$ cat src/rtl/mem_arb_pkg.sv
// Shared types and limits for the instruction/data memory arbiter.
// Imported by arb_pick and mem_arbiter.
package mem_arb_pkg;

    typedef enum logic [1:0] {
        ST_IDLE   = 2'd0,
        ST_ACCESS = 2'd1,
        ST_RESP   = 2'd2
    } arb_state_t;

    typedef enum logic {
        REQ_I = 1'b0,
        REQ_D = 1'b1
    } req_id_t;

    localparam int MEM_LAT_MIN = 1;
    localparam int MEM_LAT_MAX = 15;
    localparam int LAT_CNT_W   = 4;

    // Out-of-range latencies are clamped so the counter load always fits.
    function automatic logic [LAT_CNT_W-1:0] lat_load(input int mem_lat);
        int clamped;
        clamped = mem_lat;
        if (clamped < MEM_LAT_MIN) clamped = MEM_LAT_MIN;
        if (clamped > MEM_LAT_MAX) clamped = MEM_LAT_MAX;
        return LAT_CNT_W'(clamped - 1);
    endfunction

endpackage

$ cat src/rtl/mem_arbiter_arb_pick.sv
// Tie-break for the two requesters: a tie goes to the side opposite last_grant.
// Pure combinational; the winner is only meaningful while a request is pending.
module arb_pick
    import mem_arb_pkg::*;
(
    input  logic    i_req,
    input  logic    d_req,
    input  req_id_t last_grant,
    output req_id_t winner
);

    always_comb begin
        winner = REQ_D;
        if (i_req && d_req) begin
            winner = (last_grant == REQ_I) ? REQ_D : REQ_I;
        end else if (i_req) begin
            winner = REQ_I;
        end
    end

endmodule

$ cat src/rtl/mem_arbiter.sv
// Two-port (fetch/data) arbiter in front of a single-port memory with fixed latency MEM_LAT.
// Define ARB_ROUND_ROBIN_EN to alternate ties; otherwise data always wins a tie.
module mem_arbiter
    import mem_arb_pkg::*;
#(
    parameter int MEM_LAT = 1
) (
    input  logic        clk,
    input  logic        reset,

    input  logic        i_req,
    input  logic [31:0] i_addr,
    output logic        i_gnt,
    output logic        i_valid,
    output logic [31:0] i_rdata,

    input  logic        d_req,
    input  logic [31:0] d_addr,
    input  logic [31:0] d_wdata,
    input  logic [3:0]  d_we,
    output logic        d_gnt,
    output logic        d_valid,
    output logic [31:0] d_rdata,

    output logic [31:0] m_addr,
    output logic [31:0] m_wdata,
    output logic [3:0]  m_we,
    input  logic [31:0] m_rdata
);

    localparam logic [LAT_CNT_W-1:0] LAT_LOAD = lat_load(MEM_LAT);
    localparam logic [LAT_CNT_W-1:0] CNT_ONE  = LAT_CNT_W'(1);

    arb_state_t           state_q;
    req_id_t              winner_q;
    req_id_t              winner_d;
    req_id_t              last_grant;
    logic [LAT_CNT_W-1:0] cnt_q;
    logic [31:0]          addr_q;
    logic [31:0]          wdata_q;
    logic [3:0]           we_q;
    logic [31:0]          i_rdata_q;
    logic [31:0]          d_rdata_q;
    logic                 i_valid_q;
    logic                 d_valid_q;
    logic                 any_req;
    logic                 arb_open;

`ifdef ARB_ROUND_ROBIN_EN
    req_id_t last_grant_q;
    assign last_grant = last_grant_q;
`else
    // Pretending the fetch side won last makes every tie go to data.
    assign last_grant = REQ_I;
`endif

    arb_pick u_pick (
        .i_req      (i_req),
        .d_req      (d_req),
        .last_grant (last_grant),
        .winner     (winner_d)
    );

    assign any_req  = i_req | d_req;
    // Grants must fall in the arbitration cycle itself, so they are decoded, not registered.
    assign arb_open = (state_q == ST_IDLE) && !reset && any_req;
    assign i_gnt    = arb_open && (winner_d == REQ_I);
    assign d_gnt    = arb_open && (winner_d == REQ_D);

    assign i_valid  = i_valid_q;
    assign d_valid  = d_valid_q;
    assign i_rdata  = i_rdata_q;
    assign d_rdata  = d_rdata_q;
    assign m_addr   = addr_q;
    assign m_wdata  = wdata_q;
    assign m_we     = we_q;

    always_ff @(posedge clk or posedge reset) begin
        if (reset) begin
            state_q   <= ST_IDLE;
            winner_q  <= REQ_I;
            cnt_q     <= '0;
            addr_q    <= '0;
            wdata_q   <= '0;
            we_q      <= '0;
            i_rdata_q <= '0;
            d_rdata_q <= '0;
            i_valid_q <= 1'b0;
            d_valid_q <= 1'b0;
`ifdef ARB_ROUND_ROBIN_EN
            last_grant_q <= REQ_I;
`endif
        end else begin
            i_valid_q <= 1'b0;
            d_valid_q <= 1'b0;
            case (state_q)
                ST_IDLE: begin
                    if (any_req) begin
                        winner_q <= winner_d;
                        cnt_q    <= LAT_LOAD;
                        state_q  <= ST_ACCESS;
                        if (winner_d == REQ_D) begin
                            addr_q  <= d_addr;
                            wdata_q <= d_wdata;
                            we_q    <= d_we;
                        end else begin
                            addr_q  <= i_addr;
                            wdata_q <= '0;
                            we_q    <= '0;
                        end
`ifdef ARB_ROUND_ROBIN_EN
                        last_grant_q <= winner_d;
`endif
                    end
                end
                ST_ACCESS: begin
                    // Write strobes only in the first access cycle.
                    we_q <= '0;
                    if (cnt_q == '0) begin
                        if (winner_q == REQ_D) begin
                            d_rdata_q <= m_rdata;
                            d_valid_q <= 1'b1;
                        end else begin
                            i_rdata_q <= m_rdata;
                            i_valid_q <= 1'b1;
                        end
                        state_q <= ST_RESP;
                    end else begin
                        cnt_q <= cnt_q - CNT_ONE;
                    end
                end
                ST_RESP: begin
                    state_q <= ST_IDLE;
                end
                default: begin
                    state_q <= ST_IDLE;
                end
            endcase
        end
    end

endmodule

$ cat config.mk
export PLATFORM = sky130hd
export DESIGN_NAME = mem_arbiter
export DESIGN_NICKNAME = d
export VERILOG_FILES = /design/src/rtl/mem_arb_pkg.sv /design/src/rtl/mem_arbiter_arb_pick.sv /design/src/rtl/mem_arbiter.sv
export SDC_FILE = /design/constraint.sdc
export NUM_CORES = 1
export LEC_CHECK = 0
export CAP_MARGIN = 20
export CORE_MARGIN = 2
export CORE_UTILIZATION = 41
export CTS_CLUSTER_DIAMETER = 80
export CTS_CLUSTER_SIZE = 28
export DETAILED_ROUTE_END_ITERATION = 10
export GPL_TIMING_DRIVEN = 0
export PLACE_DENSITY = 0.81
export SLEW_MARGIN = 20
export SYNTH_ARGS = -nofsm -noshare
export SYNTH_HDL_FRONTEND = slang
export SYNTH_SLANG_ARGS = --single-unit
$ cat constraint.sdc
create_clock -name clk -period 11.8 [get_ports clk]
set_input_delay 3.54 -clock clk [delete_from_list [all_inputs] [get_ports clk]]
set_output_delay 3.54 -clock clk [all_outputs]
set_load 0.05 [all_outputs]
# --- Word-level counts from Yosys, hierarchy flattened ---
# Cells that the tools add are included.
word_totals:
  register_bits: 141
op_classes:
  add_sub_neg: 1
  n_eq_ne: 4
  mux: 19
  bitwise_logic: 3
  n_reduce_logical: 15
ops:
  columns: ["op", "count"]
  rows:
  - ["$mux 32", 2]
  - ["$mux 4", 4]
  - ["$pmux 4 s2", 2]
  - ["$reduce_and 3->1", 3]
  - ["$mux 1", 8]
  - ["$ne 2x2->1 const B", 3]
  - ["$reduce_and 2->1", 3]
  - ["$logic_and 1x1->1", 5]
  - ["$logic_not 4->1", 1]
  - ["$mux 2", 2]
  - ["$pmux 2 s2", 1]
  - ["$sub 4x1->4 const B", 1]
  - ["$eq 2x1->1 const B", 1]
  - ["$logic_not 2->1", 1]
  - ["$not 1->1", 2]
  - ["$reduce_bool 2->1", 1]
  - ["$logic_not 1->1", 1]
  - ["$or 1x1->1", 1]

# --- Depth between registers and ports, before layout ---
# Gate-level depths: netlist (run 1).
depth:
  ltp_word: 5
  mapped_depth: 7
  ltp_nobuf: 5

# --- By module ---
# Synthesis (run 1) repeated with hierarchy kept, for this count alone.
hier_totals:
  hier_cells: 486
  hier_area_um2: 5910.7
by_module_without_submodules:
  columns: ["module", "instances", "cells_per_inst", "area_per_inst_um2"]
  rows:
  - ["mem_arbiter", 1, 484, 5898.2]
  - ["arb_pick", 1, 2, 12.5]

# --- Least setup slack after synthesis (run 1) ---
# Ideal clock, no wire load.
synth_timing:
  kind: "input to output"
  start: "input port reset"
  end: "output port i_gnt"
  arrival_ps: 7291
  required_time_ps: 8260
  path_slack_ps: 969
  stages: 2
  path_buffers: 0
  path_cell_list: "inv_1 > and3_1"
synth_via:
  elab_chain_cells: 4
synth_lines:
  columns: ["item", "line_no", "rtl"]
  rows:
  - ["from (decl)", "mem_arbiter.sv:9", "input logic reset,"]
  - ["$logic_not 1->1 (no line)", null, null]
  - ["$logic_and 1x1->1 (2 in series)", "mem_arbiter.sv:66", "assign arb_open = (state_q == ST_IDLE) && !reset && any_req;"]
  - ["$logic_and 1x1->1", "mem_arbiter.sv:67", "assign i_gnt = arb_open && (winner_d == REQ_I);"]
  - ["to (decl)", "mem_arbiter.sv:13", "output logic i_gnt,"]
# No other way between the ends.

# --- Final worst setup path (run 1) ---
layout_timing:
  start: "input port d_req"
  end: "output port d_gnt"
layout_via:
  elab_chain_cells: 3
  elab_cells_between_ends: 5
  cone_classes: "1 x mux; 1 x bitwise; 3 x reduce/logical"
layout_lines:
  columns: ["item", "line_no", "rtl"]
  rows:
  - ["from (decl)", "mem_arbiter.sv:17", "input logic d_req,"]
  - ["$or 1x1->1 or $logic_and 1x1->1 (tied branches)", "mem_arbiter.sv:64, mem_arbiter_arb_pick.sv:14", null]
  - ["$logic_and 1x1->1 or $mux 1 (tied branches)", "mem_arbiter.sv:66, mem_arbiter_arb_pick.sv:14", null]
  - ["$logic_and 1x1->1 (*)", "mem_arbiter.sv:68", "assign d_gnt = arb_open && (winner_d == REQ_D);"]
  - ["to (decl)", "mem_arbiter.sv:21", "output logic d_gnt,"]
# Every way passes the cells marked *; elsewhere a longest branch is shown, timed or not.

==> results.md, run 1 <==
* Outcome: finished clean
* Root buf cell: clkbuf_16
* Hold depth at 1
* Critical path class: input pin to output port
* Worst Path Required at ~8.3 ns
* Hold Fails Final Rpt at 0
* Largest net degree at the start of global routing at 75
* Post-CTS Repair Setup Buffers at 0
* Initial antenna violation count at 0
* Fin crit period at 10.02 ns
* Post-synth top area cell: dfrtp_1
* CP Capture Type: output port
* DIE AREA at approximately 15000 sq um
* DIE WIDTH at ~120 um
* FF-to-FF setup slack at 9.47 ns
* H-tree levels at 4
* Top cells by area, synth: dfrtp_1, mux2_4, mux2_2
* IO Port Bufs at roughly 270
* Mapped Area at 5650 sq um
* Post-synth net total at roughly 550
* Tot GR Track Use at 0.231
* Final core utilization at 0.686
* First-pass GRT wire length at 26200 um
* Grt ovf at 0
* CTS Buffer Depth at 2
* Num rows at 42
* FMAX at around 100 MHz
* Final WL at roughly 17000 um
* Vias in the first global route at 5026
* Unrepaired setup endpoints after global routing: no
* Hold Crit Class: flip-flop to flip-flop
* TritonCTS clock tree: yes
* PostCTS Resize Cnt at 0
* Die H at between 100 and 150 um
* TritonCTS Buffers at 17
* Post-Syn Instances at 411
* VDD IR max at 0.000142 V
* Diodes inserted at 0
* Final #Nets at 840
* Number of routed nets with antenna violations at 0
* Power per Cell Area at 340 nW/um^2
* Number of synthesized register bits at approximately 140
* Unique masters post-synth at 33
* Ports at roughly 270
* Worst Hold Launch: m_wdata[19]
* Leakage at around 3.9 nW
* FF-to-FF Start: cnt_q[0]
* Slew headroom at 0.553
* Vias at roughly 4600
* Post-DP HPWL at approximately 12000 um
* Crit path DAT at 6.48 ns
* Hold endpoint: m_wdata[19]
* Synth top area share at 0.624
* Worst-path clk slew at approximately 0.060 ns
* FF-to-FF End: d_rdata[6]
* YS warnings at 0
* Least-Margin Pin Slew at between 0.6 and 0.7 ns
* # clock sinks at roughly 140
* CP Launch Type: input pin
* Clk_skew at approximately 0.0089 ns
* Syn_area_per_cell at ~14 sq um
* Max-Cap Viols at 0
* Seq/Total Area, Yosys at 0.624
* Tcrit/Tclk final at 0.849
* TNS Setup at 0 ns
* DRT Pass-1 Iters at 4
* Remaining DRCs at 0
* Crit Path Max Fanout at 10
* Initial Util at 0.423
* Drt initial violations at 233
* Clk_lat worst skew at between 0.4 and 0.5 ns
* Wire length per cell at 18.7 um
* Layout cells sized above 1 at 0.147
* # hold bufs at CTS at 0
* Core footprint at 13300 sq um
* Drt via density at between 5 and 6
* Final Wtd Congestion at ~0.76
* Endpoints failing setup at 0
* P&R area growth vs syn at 62.0%
* Slew Limit Fails at 0
* R2R depth at 6
-- layout make-up --
class / count / area [sq um]
sequential: 141 / 3530
timing repair buffer: 272 / 2740
multi-input combinational: 232 / 1920
fill: 954 / 4200
tap: 176 / 220
inverter: 6 / 30.0
buffer: 32 / 181
clock inverter: 7 / 66.3
clock buffer: 23 / 468
-- state kept, by name (all words and copies together) (netlist names) --
name,cells
cnt_q,4
m_addr,32
m_wdata,32
i_valid,1
i_rdata,32
state_q,2
d_rdata,32
m_we,4
d_valid,1
winner_q,1
-- cell usage after synthesis --
library cell	instances
dfrtp_1	141
o21ai_0	69
a22o_1	35
mux2_2	35
mux2_4	29
o22ai_1	29
clkbuf_1	24
inv_1	6
mux2i_1	5
buf_2	4
nand2_1	4
buf_12	3
nor2_1	3
and2_1	2
ha_1	2
or2_2	2
or3_1	2
a21boi_0	1
a21o_1	1
a221o_1	1
a2bb2oi_1	1
and2b_2	1
and3_1	1
buf_6	1
nand2b_1	1
nor2b_1	1
nor3_1	1
nor3_2	1
nor3b_1	1
nor4_1	1
or2b_1	1
or3b_4	1
or4_1	1
-- layout by cell type (no fill, tap or decap), types with 2 or more instances in the layout --
| cell type | n |
|---|---|
| or3_1 | 2 |
| nand2_1 | 4 |
| clkbuf_16 | 17 |
| or2_2 | 2 |
| nor2_1 | 3 |
| ha_1 | 2 |
| inv_1 | 5 |
| a22o_1 | 35 |
| clkinv_2 | 4 |
| clkbuf_1 | 28 |
| buf_2 | 4 |
| o21ai_0 | 69 |
| clkbuf_8 | 2 |
| and2_1 | 2 |
| mux2_2 | 35 |
| dfrtp_1 | 141 |
| mux2i_1 | 5 |
| buf_12 | 3 |
| clkdlybuf4s50_1 | 271 |
| o22ai_1 | 29 |
| mux2_4 | 29 |
-- worst max-delay path, stage by stage --
cell and delay (ns):
clkdlybuf4s50_1 0.57, nor3b_1 0.46, clkbuf_1 0.46, clkbuf_1 0.44, and2_1 0.20, clkdlybuf4s50_1 0.81
-- per-layer routing --
| layer | global-route usage | share of wire | up-vias |
|---|---|---|---|
| met5 | 0 | 0 | - |
| met1 | 0.266 | 0.40 | 2306 |
| met2 | 0.402 | 0.51 | 206 |
| met3 | 0.0681 | 0.078 | 24 |
| li1 | - | - | 2096 |
| met4 | 0.0934 | 0.018 | 0 |
-- worst max-delay path by stage --
stage,startpoint,to,slack [ns]
after floorplan,reset,i_gnt,0.97
after global placement,reset,i_gnt,-0.95
after detailed placement,d_req,d_gnt,1.75
after CTS,d_req,d_gnt,1.75
after global routing,d_req,d_gnt,1.56
final,d_req,d_gnt,1.78
-- metrics by stage --
stage	cell area, sq um	power [mW]	setup WS [ns]	hold WS (ns)	std cells
floorplan	5650	2.00	0.969	0.454	411
global placement	8580	2.59	-0.955	0.479	858
detailed placement	8620	2.63	1.75	0.484	859
CTS	9150	3.13	1.75	0.504	889
global route	9150	3.25	1.56	0.517	889
finish	9150	3.11	1.78	0.500	889
-- power by group --
part	switching [mW]	leakage (nW)	internal, mW
clock	0.186	0.263	0.297
combinational	1.13	1.94	0.660
sequential	0.128	1.73	0.709
total	1.44	3.94	1.67
-- kinds of logic after synthesis --
group,count (synthesis),synth area share
flops,141,0.624
fa+ha+maj,2,0.00443
buf+inv,38,0.0361
mux,69,0.156
simple gates,24,0.0259
compound gates,137,0.153
Note: power is estimated with default switching activity, not from simulation.
==> inputs of run 2 (changes only) <==
clock period = 9.8 ns   (was 11.8 ns; I/O delays follow)
==> results of run 2 <==
The final DEF is identical to that of run 1. Status: finished clean.
Among the figures that moved: setup slack after placement 1.75 ns -> 0.952 ns; setup slack after layout 1.78 ns -> 0.981 ns; register-to-register setup slack 9.47 ns -> 7.47 ns; total power 3.11 mW -> 3.74 mW; worst IR drop on VDD 0.000142 V -> 0.000171 V
==> inputs of run 3 (changes only) <==
CORE_UTILIZATION = 42   (was 41)
SYNTH_HIERARCHICAL = 1   (was unset)
==> run 3 against run 2 <==
Non-clock buffer count is 6 higher. Register-to-register slack gained 0.50 ns. Synthesized cell count increased by 18%. Sequential share of layout area down 1.2 points. Global-route usage increased by 0.46 points. Sequential cell count unchanged. Critical endpoint unchanged. Largest cell class unchanged. Largest power group unchanged.
==> results.md, run 3 <==
* Routed length on met1 at 6750 um (was 6590 um)
* First-pass GRT wire length at 26900 um (was 26200 um)
* FMAX at 118 MHz (was 113 MHz)
* Worst Path Required at 6.86 ns (about the same)
* IO Port Bufs at 271 (unchanged)
* Clk_skew at 0.0120 ns (was 0.00886 ns)
* Met3 routed WL at 1450 um (was 1290 um)
* Worst-path clk slew at 0.06 ns (about the same)
* DIE AREA at 15000 sq um (was 14700 sq um)
* Sequential group share of total power at 0.266 (was 0.269)
* CP Capture Type: output port (unchanged)
* Final #Nets at 915 (was 840)
* Drt initial violations at 234 (was 233)
* Fin crit period at 8.47 ns (was 8.82 ns)
* Hold Crit Class: flip-flop to flip-flop (unchanged)
* Mapped Area at 5910 sq um (was 5650 sq um)
* Drt via density at 5.18 (was 5.21)
* Tcrit/Tclk final at 0.864 (was 0.900)
* Largest net degree at the start of global routing at 98 (was 75)
* Number of synthesized flops with an enable pin at 0 (unchanged)
* Unrepaired setup endpoints after global routing: no (unchanged)
* Post-Syn Instances at 486 (was 411)
* Die H at 123 um (was 121 um)
* Final WL at 17600 um (was 16600 um)
* Most frequent cells in the layout: clkdlybuf4s50_1, dfrtp_1, o21ai_1, o21ai_0, mux2_2 (was clkdlybuf4s50_1, dfrtp_1, o21ai_0, mux2_2, a22o_1)
* Crit Path Max Fanout at 10 (unchanged)
* Post-DP HPWL at 13100 um (was 12300 um)
* Post-synth top area cell: dfrtp_1 (unchanged)
* Core footprint at 13800 sq um (was 13300 sq um)
* P&R area growth vs syn at 59.9% (was 62.0%)
* Number of synthesized register bits at 141 (unchanged)
* PostCTS Resize Cnt at 0 (unchanged)
* Worst hold slack at 0.503 ns (was 0.500 ns)
* VDD IR max at 0.000170 V (was 0.000171 V)
* Top cells by area, synth: dfrtp_1, mux2_2, o21ai_0 (was dfrtp_1, mux2_4, mux2_2)
* Top FF cell, synth: dfrtp_1 (unchanged)
* Least-Margin Pin Slew at 0.843 ns (was 0.670 ns)
* Post-synth net total at 624 (was 549)
* CTS Buffer Depth at 2 (unchanged)
* Post-synth top cells: dfrtp_1, o21ai_0, o21ai_1 (was dfrtp_1, o21ai_0, a22o_1, mux2_2)
* Crit path cell chain: clkdlybuf4s50_1, inv_1, o21ai_2, clkbuf_1, clkbuf_1, nor3b_2, clkdlybuf4s50_1 (was clkdlybuf4s50_1, nor3b_1, clkbuf_1, clkbuf_1, and2_1, clkdlybuf4s50_1)
* Crit path DAT at 5.53 ns (was 5.88 ns)
* Logic pwr share at 0.574 (was 0.575)
* Initial Util at 0.427 (was 0.423)
* Largest stage delay, worst path at 0.83 ns (was 0.81 ns)
* Slew headroom at 0.436 (was 0.553)
* P_int at 1.99 mW (was 2.01 mW)
* Layout cells sized above 1 at 0.154 (was 0.147)
* Clk_lat worst skew at 0.42 ns (was 0.41 ns)
* Remaining DRCs at 0 (unchanged)
* Cell with the most instances after synthesis: dfrtp_1 (unchanged)
* TritonCTS Buffers at 17 (unchanged)
* # hold bufs at CTS at 0 (unchanged)
* Unique masters post-synth at 35 (was 33)
* Tot GR Track Use at 0.236 (was 0.231)
* Post-CTS Repair Setup Buffers at 0 (unchanged)
* Power per Cell Area at 401 nW/um^2 (was 409 nW/um^2)
* Num rows at 43 (was 42)
* Met2 wire len at 8810 um (was 8440 um)
* YS warnings at 6 (was 0)
* Critical path class: input pin to output port (unchanged)
* # clock sinks at 141 (unchanged)
* Wire length per cell at 18.1 um (was 18.7 um)
* Initial antenna violation count at 0 (unchanged)
* Final Wtd Congestion at 0.814 (was 0.759)
* Commonest non-fill, non-tap cell in the layout: clkdlybuf4s50_1 (unchanged)
* H-tree levels at 4 (unchanged)
* Sw Share at 0.474 (was 0.464)
* Synth top area share at 0.597 (was 0.624)
* TritonCTS clock tree: yes (unchanged)
* Ports at 272 (unchanged)
* Diodes inserted at 0 (unchanged)
* Max Used Layer: met4 (unchanged)
* Slew Limit Fails at 0 (unchanged)
* Outcome: finished clean (unchanged)
* DIE WIDTH at 123 um (was 121 um)
* TNS Setup at 0 ns (unchanged)
* Vias at 5026 (was 4632)
* Hold Fails Final Rpt at 0 (unchanged)
* Endpoints failing setup at 0 (unchanged)
* Grt ovf at 0 (unchanged)
* Leakage at 4.00 nW (was 3.94 nW)
* Clock share of power at 0.161 (was 0.156)
* Switch Pwr at 1.79 mW (was 1.74 mW)
* Seq/Total Area, Yosys at 0.597 (was 0.624)
* CP Launch Type: input pin (unchanged)
* Root buf cell: clkbuf_16 (unchanged)
* Syn_area_per_cell at 12.2 sq um (was 13.7 sq um)
* DRT Pass-1 Iters at 4 (unchanged)
* Async S/R FF share, synth at 1.00 (unchanged)
* Vias in the first global route at 5318 (was 5026)
* Max-Cap Viols at 0 (unchanged)
* Number of routed nets with antenna violations at 0 (unchanged)
* CP max-delay cell: clkdlybuf4s50_1 (unchanged)
[run 3: changes by cell type in the layout (fill, tap and decap cells not counted), moves of 28 or more]
cell	change
mux2_4	-28
mux2i_1	+28
o21ai_1	+67
a22o_1	-35
mux2_2	+29
nand2_1	+33
o22ai_1	-28
[run 3: routing by layer]
| metal | up-vias | GRT usage |
|---|---|---|
| li1 | 2293 | - |
| met1 | 2445 | 0.274 |
| met2 | 245 | 0.400 |
| met3 | 43 | 0.0678 |
| met4 | 0 | 0.113 |
| met5 | - | 0 |
[run 3: cells by family after synthesis]
kind of cell | count (synthesis) | share of synthesized area
compound gates | 144 | 0.126
fa+ha+maj | 2 | 0.00423
buf+inv | 43 | 0.0445
flops | 141 | 0.597
mux | 98 | 0.180
other cells | 1 | 0.000634
simple gates | 57 | 0.0474
[run 3: metrics by stage]
| step | total power, mW | area, sq um | utilization | cells | setup WS, ns |
|---|---|---|---|---|---|
| finish | 3.79 | 9450 | 0.684 | 970 | 1.33 |
| global route | 3.96 | 9450 | 0.684 | 970 | 1.19 |
| CTS | 3.81 | 9450 | 0.684 | 970 | 1.30 |
| detailed placement | 3.19 | 8880 | 0.642 | 938 | 1.33 |
| global placement | 3.13 | 8850 | 0.640 | 937 | 1.31 |
| floorplan | 2.41 | 5910 | - | 486 | 2.28 |
[run 3: power by group through the flow]
stage          Sequential, mW  Clock (mW)  Combinational [mW]
3_5_place_dp             1.01           0                2.18
2_1_floorplan            1.92           0               0.485
5_1_grt                  1.04       0.650                2.27
6_report                 1.01       0.609                2.17
4_1_cts                  1.01       0.618                2.19
3_3_place_gp            0.993           0                2.14
[run 3: critical path: cells and delay by family]
kind	cells	cell delay [ns]
AOI/OAI and AO/OA	1	0.12
buffers and inverters	5	2.22
and+or+nand+nor	1	0.24
[run 3: area by class of cell]
| type | count | area, sq um |
|---|---|---|
| plain buffers | 38 | 244 |
| clock buffers | 19 | 453 |
| clock inverters | 13 | 115 |
| fillers | 1001 | 4380 |
| inverters | 5 | 26.3 |
| multi-input cells | 302 | 2120 |
| flip-flops and latches | 141 | 3530 |
| well taps | 180 | 225 |
| repair buffers | 272 | 2740 |
[run 3: path summary, 6_finish.rpt]
path | from | cells past startpoint | slack, ns | end
max | d_req | 7 | 1.33 | d_gnt
min | i_rdata[31] | 1 | 0.50 | i_rdata[31]
max reg2reg | cnt_q[0] | 5 | 7.97 | i_rdata[17]
min reg2reg | i_rdata[31] | 1 | 0.50 | i_rdata[31]
max in group asynchronous | reset | 3 | 6.02 | i_rdata[7]
min in group asynchronous | reset | 2 | 3.00 | m_we[2]
